## config.mk

```make
export PLATFORM = sky130hd
export DESIGN_NAME = pipe_skid_stage
export DESIGN_NICKNAME = d
export VERILOG_FILES = /design/src/rtl/pipe_pkg.sv /design/src/rtl/sat_cnt.sv /design/src/rtl/pipe_skid_stage.sv
export SDC_FILE = /design/constraint.sdc
export NUM_CORES = 1
export LEC_CHECK = 0
export ABC_AREA = 1
export BUFFER_PORTS_ARGS = -buffer_cell sky130_fd_sc_hd__clkbuf_2
export CELL_PAD_IN_SITES_DETAIL_PLACEMENT = 1
export CELL_PAD_IN_SITES_GLOBAL_PLACEMENT = 1
export CORE_UTILIZATION = 36
export CTS_CLUSTER_SIZE = 16
export DETAILED_ROUTE_END_ITERATION = 7
export GPL_TIMING_DRIVEN = 0
export PLACE_DENSITY = 0.88
export RECOVER_POWER = 100
export REMOVE_ABC_BUFFERS = 1
export SLEW_MARGIN = 20
export SYNTH_ARGS = -nofsm -noshare
export SYNTH_HDL_FRONTEND = slang
export SYNTH_SLANG_ARGS = --single-unit
```

## constraint.sdc

```tcl
create_clock -name clk_i -period 11 [get_ports clk_i]
set_input_delay 0.55 -clock clk_i [delete_from_list [all_inputs] [get_ports clk_i]]
set_output_delay 0.55 -clock clk_i [all_outputs]
set_load 0.02 [all_outputs]
```

## src/rtl/pipe_pkg.sv

```systemverilog
// ----------------------------------------------------------------------------
// pipe_pkg
//   Shared types for the pipeline skid stage.
//   pipe_state_t : occupancy state of the two-entry stage (EMPTY/ONE/FULL);
//                  the encoding equals the number of beats held.
//   OCC_W        : width of the occupancy output.
// ----------------------------------------------------------------------------
package pipe_pkg;

    localparam int unsigned OCC_W = 2;

    typedef enum logic [OCC_W-1:0] {
        EMPTY = 2'd0,
        ONE   = 2'd1,
        FULL  = 2'd2
    } pipe_state_t;

endpackage

```

## src/rtl/sat_cnt.sv

```systemverilog
// ----------------------------------------------------------------------------
// sat_cnt
//   Saturating up-counter with synchronous clear.
//   clk_i : clock, rising edge
//   rst_i : asynchronous active-high reset (count -> 0)
//   clr   : synchronous clear, wins over inc
//   inc   : add one this cycle unless already at all-ones
//   q     : current count
// ----------------------------------------------------------------------------
module sat_cnt #(
    parameter int unsigned W = 16
) (
    input  logic         clk_i,
    input  logic         rst_i,
    input  logic         clr,
    input  logic         inc,
    output logic [W-1:0] q
);

    always_ff @(posedge clk_i or posedge rst_i) begin
        if (rst_i) begin
            q <= '0;
        end else if (clr) begin
            q <= '0;
        end else if (inc && (q != '1)) begin
            q <= q + 1'b1;
        end
    end

endmodule

```

## src/rtl/pipe_skid_stage.sv

```systemverilog
// ----------------------------------------------------------------------------
// pipe_skid_stage
//   Pipeline stage register with a 2-entry skid buffer, valid/ready handshake,
//   synchronous flush and a saturating back-pressure counter.
//   clk_i        : clock, rising edge
//   rst_i        : asynchronous active-high reset
//   flush_i      : synchronous flush, drops held and incoming beats
//   in_valid_i   : upstream beat valid
//   in_ready_o   : stage can accept (registered)
//   in_ctrl_i    : upstream control field
//   in_data_i    : upstream data field
//   out_valid_o  : downstream beat valid (registered)
//   out_ready_i  : downstream accepts
//   out_ctrl_o   : control field, zero whenever out_valid_o is low
//   out_data_o   : data field, holds last value when invalid
//   occupancy_o  : beats held (0..2)
//   cnt_clr_i    : synchronous clear of the stall counter
//   stall_cnt_o  : saturating count of out_valid_o & ~out_ready_i cycles
// ----------------------------------------------------------------------------
module pipe_skid_stage
    import pipe_pkg::*;
#(
    parameter int unsigned CTRL_W = 12,
    parameter int unsigned DATA_W = 176,
    parameter int unsigned CNT_W  = 16
) (
    input  logic              clk_i,
    input  logic              rst_i,
    input  logic              flush_i,
    input  logic              in_valid_i,
    output logic              in_ready_o,
    input  logic [CTRL_W-1:0] in_ctrl_i,
    input  logic [DATA_W-1:0] in_data_i,
    output logic              out_valid_o,
    input  logic              out_ready_i,
    output logic [CTRL_W-1:0] out_ctrl_o,
    output logic [DATA_W-1:0] out_data_o,
    output logic [OCC_W-1:0]  occupancy_o,
    input  logic              cnt_clr_i,
    output logic [CNT_W-1:0]  stall_cnt_o
);

    pipe_state_t       state;
    logic              ready_q;
    logic              valid_q;
    logic [CTRL_W-1:0] main_ctrl;
    logic [DATA_W-1:0] main_data;
    logic [CTRL_W-1:0] skid_ctrl;
    logic [DATA_W-1:0] skid_data;

    logic in_fire;
    logic out_fire;

    assign in_fire  = in_valid_i & ready_q;
    assign out_fire = valid_q & out_ready_i;

    // ready_q/valid_q are written alongside state so the handshake outputs
    // come straight from flops; main_ctrl is zeroed on every entry to EMPTY,
    // which keeps out_ctrl_o at zero while invalid without output gating.
    always_ff @(posedge clk_i or posedge rst_i) begin
        if (rst_i) begin
            state     <= EMPTY;
            ready_q   <= 1'b1;
            valid_q   <= 1'b0;
            main_ctrl <= '0;
            main_data <= '0;
            skid_ctrl <= '0;
            skid_data <= '0;
        end else if (flush_i) begin
            state     <= EMPTY;
            ready_q   <= 1'b1;
            valid_q   <= 1'b0;
            main_ctrl <= '0;
            skid_ctrl <= '0;
        end else begin
            unique case (state)
                EMPTY: begin
                    if (in_fire) begin
                        main_ctrl <= in_ctrl_i;
                        main_data <= in_data_i;
                        state     <= ONE;
                        valid_q   <= 1'b1;
                        ready_q   <= 1'b1;
                    end
                end
                ONE: begin
                    if (in_fire && out_fire) begin
                        main_ctrl <= in_ctrl_i;
                        main_data <= in_data_i;
                    end else if (in_fire) begin
                        skid_ctrl <= in_ctrl_i;
                        skid_data <= in_data_i;
                        state     <= FULL;
                        ready_q   <= 1'b0;
                    end else if (out_fire) begin
                        main_ctrl <= '0;
                        state     <= EMPTY;
                        valid_q   <= 1'b0;
                    end
                end
                FULL: begin
                    if (out_fire) begin
                        main_ctrl <= skid_ctrl;
                        main_data <= skid_data;
                        skid_ctrl <= '0;
                        state     <= ONE;
                        ready_q   <= 1'b1;
                    end
                end
                default: begin
                    state     <= EMPTY;
                    ready_q   <= 1'b1;
                    valid_q   <= 1'b0;
                    main_ctrl <= '0;
                    skid_ctrl <= '0;
                end
            endcase
        end
    end

    assign in_ready_o  = ready_q;
    assign out_valid_o = valid_q;
    assign out_ctrl_o  = main_ctrl;
    assign out_data_o  = main_data;
    assign occupancy_o = OCC_W'(state);

    sat_cnt #(
        .W(CNT_W)
    ) u_stall_cnt (
        .clk_i (clk_i),
        .rst_i (rst_i),
        .clr   (cnt_clr_i),
        .inc   (valid_q & ~out_ready_i),
        .q     (stall_cnt_o)
    );

endmodule

```

==> results.toml <==
[outcome]
outcome = "finished, violations left"
violations = "capacitance limit, slew limit"

[clock_tree]
cts_sinks = 396
post_cts_resized = 0
htree_levels = 2
cts_tree = "yes"
cts_setup_buffers = 0
numCtsBuffers = 45
path_clk_slew_ps = 60
cts_hold_buffers = 0
insertion_delay_ps = 570
clk_path_buf_depth = 3
cts_root_buf = "clkbuf_16"

[power]
p_comb_share_pct = 31.5
power.density_mw_per_mm2 = 276
p_int_mw = 3.62
finalPower_mw = 5.97
p_sw_mw = 2.35
p_seq_share_pct = 41.4
pwr-share-clk_pct = 27.1
switching_share_pct = 39.4
vdd_drop_max_uv = 154
leakagePower_nw = 10.8

[floorplanning]
io_pins = 402
num_rows = 81
initial_core_util_pct = 36.5
die_w_um = 225
die_y_um = 225
core-area_mm2 = 0.0490
die_area_mm2 = 0.0506

[worst_hold_path]
hold_class = "input pin to register"

[timing]
hold_viol = 0
timing.hold.ws_ps = 229
fin_crit_sh_pct = 57.4
fmax_mhz = 158
timing.final.max_slew_violations = 531
fin_crit_ps = 6310
setup_viol = 0
max_slew_margin_pct = -213
skew_ps = 21.3
worst_slew_pin_slew_ps = 4670
rsz0062_at_grt = "no"

[critical_path]
worst-setup-path-type = "register to register"
end_kind = "register"
worst_setup_path_start_kind = "register"
path_max_fanout = 27
worstPathArrival_ps = 6700
critPathRequiredTime_ps = 11380

[placed_design]
dpl.hpwl_um = 37700
placed_cell_area_mm2 = 0.0206
portBuffers = 401
gp_congestion = 0.798

[synthesis]
synth_area_mm2 = 0.0179
synth.distinct_cells = 27
synthAdderAreaFrac_pct = 0.0700
synth-seq-cells = 396
yosys.area_share.xor_xnor_pct = 0.245
synth_top_cell_area_share_pct = 55.3
yosysTopAreaCell = "dfrtp_1"
yosys.area_share.simple_pct = 15.9
synth_top_cells_by_area = "dfrtp_1 55%, o21ai_0 14%, nand2_1 13%, inv_1 8.1%, nor2_1 1.9%"
synth_area_per_cell_um2 = 8.07
synth_compound_area_share_pct = 15.9
yosysSeqAreaShare_pct = 55.4
synth_top_family_by_area = "simple AND/OR/NAND/NOR gates"
synth_warnings = 0
synthCells = 2215
muxShareOfSynthArea_pct = 0

[detailed_routing]
drc_errors = 0
wire_per_inst_um = 17.2
num_vias = 16100
drtIter0Drc = 857
drt_wl_total_um = 56100
ant_nets = 0
dr.pass1.iters = 6
vias_per_cell = 4.91

[finish]
drive_gt1_share_pct = 10.8
layout.nets = 2766
final_core_util_pct = 44.1
final_area_mm2 = 0.0216
n_fill_cell = 6172
seqCellArea_mm2 = 0.00991
multi_input_area_mm2 = 0.00572
synthToLayoutAreaGrowth_pct = 20.8

[global_routing]
grt_usage_pct = 22.3
overflow = 0
grt_pass1_vias = 17500
grt_max_degree = 107
antenna_found_initial = 7
grt_first_pass_wirelength_um = 91000

[run]
maxCapViolCount = 9
==> cells in the final DEF (no fill, tap or decap), drive strengths merged <==
| cell | count |
|---|---|
| nand2 | 615 |
| o21ai | 503 |
| clkbuf | 488 |
| dfrtp | 395 |
| inv | 386 |
| nor2 | 91 |
| a21oi | 59 |
| nand3 | 14 |
| nand4 | 14 |
| buf | 11 |
| bufinv | 6 |
| clkinv | 6 |
| diode | 5 |
| xor2 | 5 |
| nor3 | 3 |
| clkinvlp | 3 |
| a31oi | 1 |
| or2 | 1 |
| o21bai | 1 |
| ha | 1 |
| dfstp | 1 |
==> synthesized netlist by cell type <==
library cell  number
a21oi_1           59
a31oi_1            1
buf_1              5
buf_2             35
buf_4              2
buf_6             21
clkbuf_1          51
clkbuf_4           1
clkbuf_8          10
dfrtp_1          395
dfstp_2            1
ha_1               1
inv_1            384
inv_2              2
nand2_1          615
nand3_1           14
nand4_1           14
nor2_1            90
nor2_2             1
nor3_1             2
nor3_4             1
o21ai_0          490
o21ai_1           10
o21ai_2            3
o21bai_1           1
or2_2              1
xor2_1             5
==> power groups by stage <==
stage          Clock (mW)  Sequential [mW]  Combinational (mW)
2_1_floorplan           0             2.82               0.836
3_3_place_gp            0             2.45                1.90
3_5_place_dp            0             2.47                2.00
4_1_cts              1.65             2.47                2.04
5_1_grt              1.70             2.54                2.10
6_report             1.62             2.47                1.88
==> worst max-delay path: stages (launching register included) <==
cell and delay, ps:
dfrtp_1 400, inv_1 180, nor2_1 450, nand2_1 160, o21ai_0 150, nor3_1 980
clkbuf_1 530, clkbuf_1 730, clkbuf_1 760, clkbuf_1 720, clkbuf_1 780, o21ai_0 250
==> worst paths after layout <==
check	startpoint	to	slack, ps	depth (start not counted)
min in group asynchronous	rst_i	skid_data[92]$_DFFE_PP0P_	1400	2
min reg2reg	skid_data[110]$_DFFE_PP0P_	skid_data[110]$_DFFE_PP0P_	480	2
max in group asynchronous	rst_i	out_data_o[98]$_DFFE_PP0P_	7330	4
max	occupancy_o[1]$_DFFE_PP0P_	out_data_o[124]$_DFFE_PP0P_	4690	11
max reg2reg	occupancy_o[1]$_DFFE_PP0P_	out_data_o[124]$_DFFE_PP0P_	4690	11
min	in_data_i[1]	skid_data[1]$_DFFE_PP0P_	230	3
==> cell families after synthesis <==
logic type               Yosys count
AO/OA/AOI/OAI                    564
XOR/XNOR                           5
adder cells (fa/ha/maj)            1
buffers and inverters            511
flip-flops                       396
AND/OR/NAND/NOR                  738
==> layout make-up <==
class	instances	area share, %
tap	664	3.85
clock buffer	65	6.27
timing repair buffer	434	9.67
clock inverter	15	1.10
inverter	386	6.72
multi-input combinational	1308	26.5
antenna	5	0.0579
sequential	396	45.9
==> metal layers <==
| layer | track usage, % | wire length, um | vias to the layer above |
|---|---|---|---|
| met1 | 24.6 | 21400 | 7922 |
| met2 | 39.2 | 28500 | 417 |
| met5 | 0 | 28 | - |
| met4 | 10.8 | 2480 | 4 |
| li1 | - | - | 7548 |
| met3 | 6.27 | 3700 | 176 |
==> state kept, by name, indices dropped and copies added, names as in the netlist <==
signal         count
out_data_o       176
skid_data        176
u_stall_cnt.q     16
out_ctrl_o        12
skid_ctrl         12
occupancy_o        2
in_ready_o         1
out_valid_o        1
==> metrics by stage <==
stage | setup WS (ps) | TNS (ps) | instances
after floorplan | -559 | -220950 | 2090
after global placement | -5310 | -2233340 | 3155
after detailed placement | 7950 | 0 | 3188
after CTS | 7990 | 0 | 3268
after global routing | 3950 | 0 | 3272
final | 4690 | 0 | 3273
Power figures use the tool's default switching activity.
